`src/rtl/user_rdwr_master.sv`:
```
// Avalon-MM single-word read/write master driven by a debounced pushbutton.
// Optional readback comparator enabled by defining USER_RDWR_READBACK_CHECK_EN.
module user_rdwr_master #(
   parameter int          ADDR_W          = 28,
   parameter logic [31:0] BASE_ADDR       = 32'h0000_0000,
   parameter logic [31:0] SPAN            = 32'h0800_0000,
   parameter logic [31:0] PATTERN         = 32'hA5A5_A5A5,
   parameter int          DEBOUNCE_CYCLES = 50000,
   parameter int          TIMEOUT         = 1024
) (
   input  logic              clk,
   input  logic              reset,
   input  logic              rdwr_cntl,
   input  logic              n_action,
   input  logic              add_data_sel,
   output logic [31:0]       rdwr_address,
   output logic [31:0]       display_data,
   output logic [15:0]       debug_flag,
   output logic [ADDR_W-1:0] avm_address,
   output logic              avm_read,
   output logic              avm_write,
   output logic [31:0]       avm_writedata,
   output logic [3:0]        avm_byteenable,
   input  logic [31:0]       avm_readdata,
   input  logic              avm_readdatavalid,
   input  logic              avm_waitrequest
);
   localparam int DB_W = $clog2(DEBOUNCE_CYCLES + 1);
   // One spare bit so the timer cannot wrap past the limit between states.
   localparam int TO_W = $clog2(TIMEOUT) + 1;
   localparam logic [DB_W-1:0] DB_MAX = DB_W'(DEBOUNCE_CYCLES - 1);
   localparam logic [TO_W-1:0] TO_MAX = TO_W'(TIMEOUT - 1);

   typedef enum logic [2:0] {IDLE, WR_REQ, RD_REQ, RD_WAIT, ERR} state_t;

   logic            sync1_q, sync2_q;
   logic [DB_W-1:0] db_cnt_q, db_cnt_d;
   logic            armed_q, armed_d;
   logic            act_q, act_d;
   state_t          state_q, state_d;
   logic [TO_W-1:0] tmr_q, tmr_d;
   logic [31:0]     addr_q, addr_d;
   logic [31:0]     last_q, last_d;
   logic            done_q, done_d;
   logic            mism_q, mism_d;
   logic [31:0]     disp_q, disp_d;
   logic [15:0]     dbg_q, dbg_d;
   logic            rd_q, rd_d, wr_q, wr_d;
   logic [32:0]     addr_nxt;

   // Debouncer: armed waits for a long low, disarmed waits for a long high.
   always_comb begin
      db_cnt_d = db_cnt_q;
      armed_d  = armed_q;
      act_d    = 1'b0;
      if (armed_q == !sync2_q) begin
         if (db_cnt_q == DB_MAX) begin
            db_cnt_d = '0;
            armed_d  = !armed_q;
            act_d    = armed_q;
         end else begin
            db_cnt_d = db_cnt_q + 1'b1;
         end
      end else begin
         db_cnt_d = '0;
      end
   end

   assign addr_nxt = {1'b0, addr_q} + 33'd4;

   always_comb begin
      state_d = state_q;
      tmr_d   = tmr_q;
      addr_d  = addr_q;
      last_d  = last_q;
      done_d  = done_q;
      mism_d  = mism_q;
      unique case (state_q)
         IDLE: if (act_q) begin
            state_d = rdwr_cntl ? WR_REQ : RD_REQ;
            tmr_d   = '0;
         end
         WR_REQ: begin
            tmr_d = tmr_q + 1'b1;
            if (!avm_waitrequest) begin
               state_d = IDLE;
               last_d  = addr_q ^ PATTERN;
               done_d  = 1'b1;
               mism_d  = 1'b0;
               addr_d  = (addr_nxt >= ({1'b0, BASE_ADDR} + {1'b0, SPAN})) ? BASE_ADDR : addr_nxt[31:0];
            end else if (tmr_q >= TO_MAX) begin
               state_d = ERR;
            end
         end
         RD_REQ: begin
            tmr_d = tmr_q + 1'b1;
            if (!avm_waitrequest)     state_d = RD_WAIT;
            else if (tmr_q >= TO_MAX) state_d = ERR;
         end
         RD_WAIT: begin
            tmr_d = tmr_q + 1'b1;
            if (avm_readdatavalid) begin
               state_d = IDLE;
               last_d  = avm_readdata;
               done_d  = 1'b1;
`ifdef USER_RDWR_READBACK_CHECK_EN
               if (avm_readdata != (addr_q ^ PATTERN)) mism_d = 1'b1;
`endif
               addr_d  = (addr_nxt >= ({1'b0, BASE_ADDR} + {1'b0, SPAN})) ? BASE_ADDR : addr_nxt[31:0];
            end else if (tmr_q >= TO_MAX) begin
               state_d = ERR;
            end
         end
         ERR: if (act_q) state_d = IDLE;
         default: state_d = IDLE;
      endcase
`ifndef USER_RDWR_READBACK_CHECK_EN
      mism_d = 1'b0;
`endif
   end

   // Bus strobes and status are decoded from the next state so they are registered.
   always_comb begin
      wr_d   = (state_d == WR_REQ);
      rd_d   = (state_d == RD_REQ);
      disp_d = add_data_sel ? addr_q : last_q;
      dbg_d  = 16'd0;
      unique case (state_d)
         IDLE:    dbg_d = mism_d ? 16'd6 : (done_d ? 16'd1 : 16'd0);
         WR_REQ:  dbg_d = 16'd2;
         RD_REQ:  dbg_d = 16'd3;
         RD_WAIT: dbg_d = 16'd4;
         ERR:     dbg_d = 16'd5;
         default: dbg_d = 16'd0;
      endcase
   end

   always_ff @(posedge clk) begin
      if (reset) begin
         sync1_q  <= 1'b1;
         sync2_q  <= 1'b1;
         db_cnt_q <= '0;
         armed_q  <= 1'b0;
         act_q    <= 1'b0;
         state_q  <= IDLE;
         tmr_q    <= '0;
         addr_q   <= BASE_ADDR;
         last_q   <= '0;
         done_q   <= 1'b0;
         mism_q   <= 1'b0;
         disp_q   <= '0;
         dbg_q    <= '0;
         rd_q     <= 1'b0;
         wr_q     <= 1'b0;
      end else begin
         sync1_q  <= n_action;
         sync2_q  <= sync1_q;
         db_cnt_q <= db_cnt_d;
         armed_q  <= armed_d;
         act_q    <= act_d;
         state_q  <= state_d;
         tmr_q    <= tmr_d;
         addr_q   <= addr_d;
         last_q   <= last_d;
         done_q   <= done_d;
         mism_q   <= mism_d;
         disp_q   <= disp_d;
         dbg_q    <= dbg_d;
         rd_q     <= rd_d;
         wr_q     <= wr_d;
      end
   end

   assign rdwr_address   = addr_q;
   assign display_data   = disp_q;
   assign debug_flag     = dbg_q;
   assign avm_address    = addr_q[ADDR_W-1:0];
   assign avm_read       = rd_q;
   assign avm_write      = wr_q;
   assign avm_writedata  = addr_q ^ PATTERN;
   assign avm_byteenable = 4'hF;
endmodule

```
`config.mk`:
```
export PLATFORM = sky130hd
export DESIGN_NAME = user_rdwr_master
export DESIGN_NICKNAME = d
export VERILOG_FILES = /design/src/rtl/user_rdwr_master.sv
export SDC_FILE = /design/constraint.sdc
export NUM_CORES = 1
export LEC_CHECK = 0
export CAP_MARGIN = 20
export CORE_ASPECT_RATIO = 0.7
export CORE_MARGIN = 5
export CORE_UTILIZATION = 48
export CTS_CLUSTER_DIAMETER = 60
export CTS_CLUSTER_SIZE = 28
export DETAILED_ROUTE_END_ITERATION = 10
export PLACE_DENSITY = 0.8
export SYNTH_ARGS = -nofsm -noshare
export SYNTH_HDL_FRONTEND = slang
export SYNTH_SLANG_ARGS = --single-unit
```
`constraint.sdc`:
```
create_clock -name clk -period 2.6 [get_ports clk]
set_input_delay 0.52 -clock clk [delete_from_list [all_inputs] [get_ports clk]]
set_output_delay 0.52 -clock clk [all_outputs]
set_load 0.02 [all_outputs]
```
==> results.ini <==
[synth]
synth_top_cell_by_area=dfxtp_1
ys_async_sr_fraction_pct=0
synth_seq_cells=134
synth_cell_types=59
synth_top_area_share_pct=42.71
avgSynthCellArea_um2=8.522
synth_area_leaders=dfxtp_1, buf_4, nor2_1, mux2i_1, xnor2_1
netlist_area_um2=6281
synthCells=737
synth_edf_count=0
ys.flop_type=dfxtp_1
ys_seq_area_share_pct=42.71
yosysWarnings=0

[worst_setup_path]
cp.arrival_ns=1.69
cp-start-kind=register
cp-endpoint=avm_writedata[5]
setup.worst_path.start=rdwr_address[5]$_SDFFE_PP0P_
reg2reg_to=rdwr_address[24]$_SDFFE_PP0P_
path_depth=3
path_max_fanout=6
slowest_stage=clkdlybuf4s50_1
cpLargestDelayFamily=buffers and inverters
cp.required_ns=2.08
max_stage_delay_ns=0.65
r2r_cells=8
path_buf_inv=3
crit_type=reg -> out
reg2reg_slack_ns=0.39
rr_startpoint=state_q[0]$_SDFF_PP0_
crit_chain=buf_4 -> inv_1 -> clkdlybuf4s50_1
endpoint_kind=output port

[place]
dp_hpwl_um=11380
placedCellCount=1009
place_congestion=0.8435
port_buffers=161

[status]
run_status=finished clean

[run]
maxCapViolCount=0

[clock_network]
clock-sinks=134
h-tree-depth=4
cts_root_buffer=clkbuf_16
cts_setup_buffers=0
clk_latency_ns=0.40
clk_pin_slew_ns=0.06
cts_hold_buf=0
cts_made_buffers=17
cts_tree=done
cts.path.max_buffers=2
post_cts_resized=0

[grt]
grt_overflow=0
grt_pass1_vias=5000
antenna_found_initial=0
grt_max_degree=74
grt_pass1_wl_um=25550
grt_use_total_pct=20.36

[power_and_ir_drop]
leakage_nw=3.068
max-vdd-ir-drop_mv=0.4338
power_density_nw_per_um2=542.6
power_mw=4.524

[detailed_routing]
avgRoutedWirePerCell_um=15.48
vias=5412
wirelength_um=16120
ant_nets=0
drcViolationCount=0
detail_route.iter0.violations=392
dr.pass1.iters=5
vias_per_cell=5.199

[final_layout]
utilization_pct=64.11
final_cell_mix=clkdlybuf4s50_1, dfxtp_1, nor2_1
area_delta_synth_final_pct=32.75
final_common_cell=clkdlybuf4s50_1
drive_gt1_share_pct=10.74
diodes=0
fin_nets=904
final-instance-count-excl-fill=1041
filler_cell_count=1075

[timing]
finalCritPeriodShare_pct=85.10
tightest_slew_ns=0.5799
grt_setup_unrepaired=false
slew_headroom_pct=61.34
slew_violations=0
setup_tns_ns=0
finalSetupViolCount=0
finalCriticalPeriod_ns=2.213
max_freq_ghz=0.4520
skew_ns=0.006434
final_hold_viol_count=0
hold_ws_ns=0.4146

[die]
die_area_um2=15510
die_y_um=105.7
fp.dieW_um=146.7
start_util_pct=48.29
io_pins=185
core-area_um2=13010
num_rows=35

[worst_hold_path]
hp-class=reg -> reg

[power breakdown]
group	internal [mW]	switching [mW]	total, mW
combinational	0.0759	0.0969	0.173
sequential	2.06	0.00323	2.06
clock	1.40	0.888	2.29
[sequential cells by signal, summed over array words and instances (netlist names), 3 cells and up]
name          cells
last_q           32
db_cnt_q         16
state_q           3
rdwr_address     30
tmr_q            11
debug_flag        3
display_data     32
[routing by layer]
| layer | track usage [%] | routed length, µm |
|---|---|---|
| met1 | 27.99 | 7705 |
| met2 | 30.56 | 6984 |
| met3 | 6.145 | 1208 |
| met4 | 6.644 | 219 |
| met5 | 0 | 0 |
[how the worst min path moves through the flow]
stage                                  start                  to  slack (ns)  cells past startpoint
after floorplan           sync1_q$_SDFF_PP1_  sync2_q$_SDFF_PP1_        0.39                      1
after global placement    sync1_q$_SDFF_PP1_  sync2_q$_SDFF_PP1_        0.40                      1
after detailed placement  sync1_q$_SDFF_PP1_  sync2_q$_SDFF_PP1_        0.40                      1
after CTS                 sync1_q$_SDFF_PP1_  sync2_q$_SDFF_PP1_        0.42                      1
after global routing      sync1_q$_SDFF_PP1_  sync2_q$_SDFF_PP1_        0.43                      1
final                     sync1_q$_SDFF_PP1_  sync2_q$_SDFF_PP1_        0.41                      1
[logic make-up (layout without fill, tap and decap cells)]
family	count (synthesis)	in the layout	synth area share (%)
simple gates	302	302	22.95
flops	134	134	42.71
buf+inv	128	245	12.19
compound gates	98	98	10.90
xor+xnor	36	36	5.020
mux	34	34	5.518
fa+ha+maj	3	3	0.5977
other cells	2	23	0.1196
[cell type report]
| class | count | area (µm²) | share of cell area, % |
|---|---|---|---|
| Clock inverter | 14 | 135.1 | 1.621 |
| Timing Repair Buffer | 193 | 1892 | 22.69 |
| Multi-Input combinational cell | 496 | 2917 | 34.98 |
| Clock buffer | 18 | 429.2 | 5.147 |
| Sequential cell | 134 | 2683 | 32.17 |
| Inverter | 20 | 75.07 | 0.9004 |
| Tap cell | 166 | 207.7 | 2.491 |
[stage by stage]
step                      setup WS, ns  instance area (µm²)
after global routing            0.2035                 8338
after global placement         0.09845                 7774
after detailed placement       0.09430                 7774
after CTS                       0.3954                 8338
after floorplan                 0.3782                 6360
final                           0.3875                 8338
[cell usage after synthesis, drive strengths merged, types with 4 or more instances]
| cell | count |
|---|---|
| nor3 | 14 |
| nand2b | 7 |
| mux2i | 32 |
| o21ai | 24 |
| and3 | 10 |
| buf | 78 |
| nand2 | 53 |
| or2 | 5 |
| clkbuf | 30 |
| nand4 | 14 |
| inv | 20 |
| a311oi | 18 |
| nand3 | 33 |
| a31oi | 6 |
| and4 | 9 |
| nor3b | 4 |
| xor2 | 12 |
| and2 | 7 |
| xnor2 | 24 |
| dfxtp | 134 |
| a21oi | 19 |
| nor2 | 134 |
| a211oi | 17 |
Note: power is estimated with default switching activity, not from simulation.
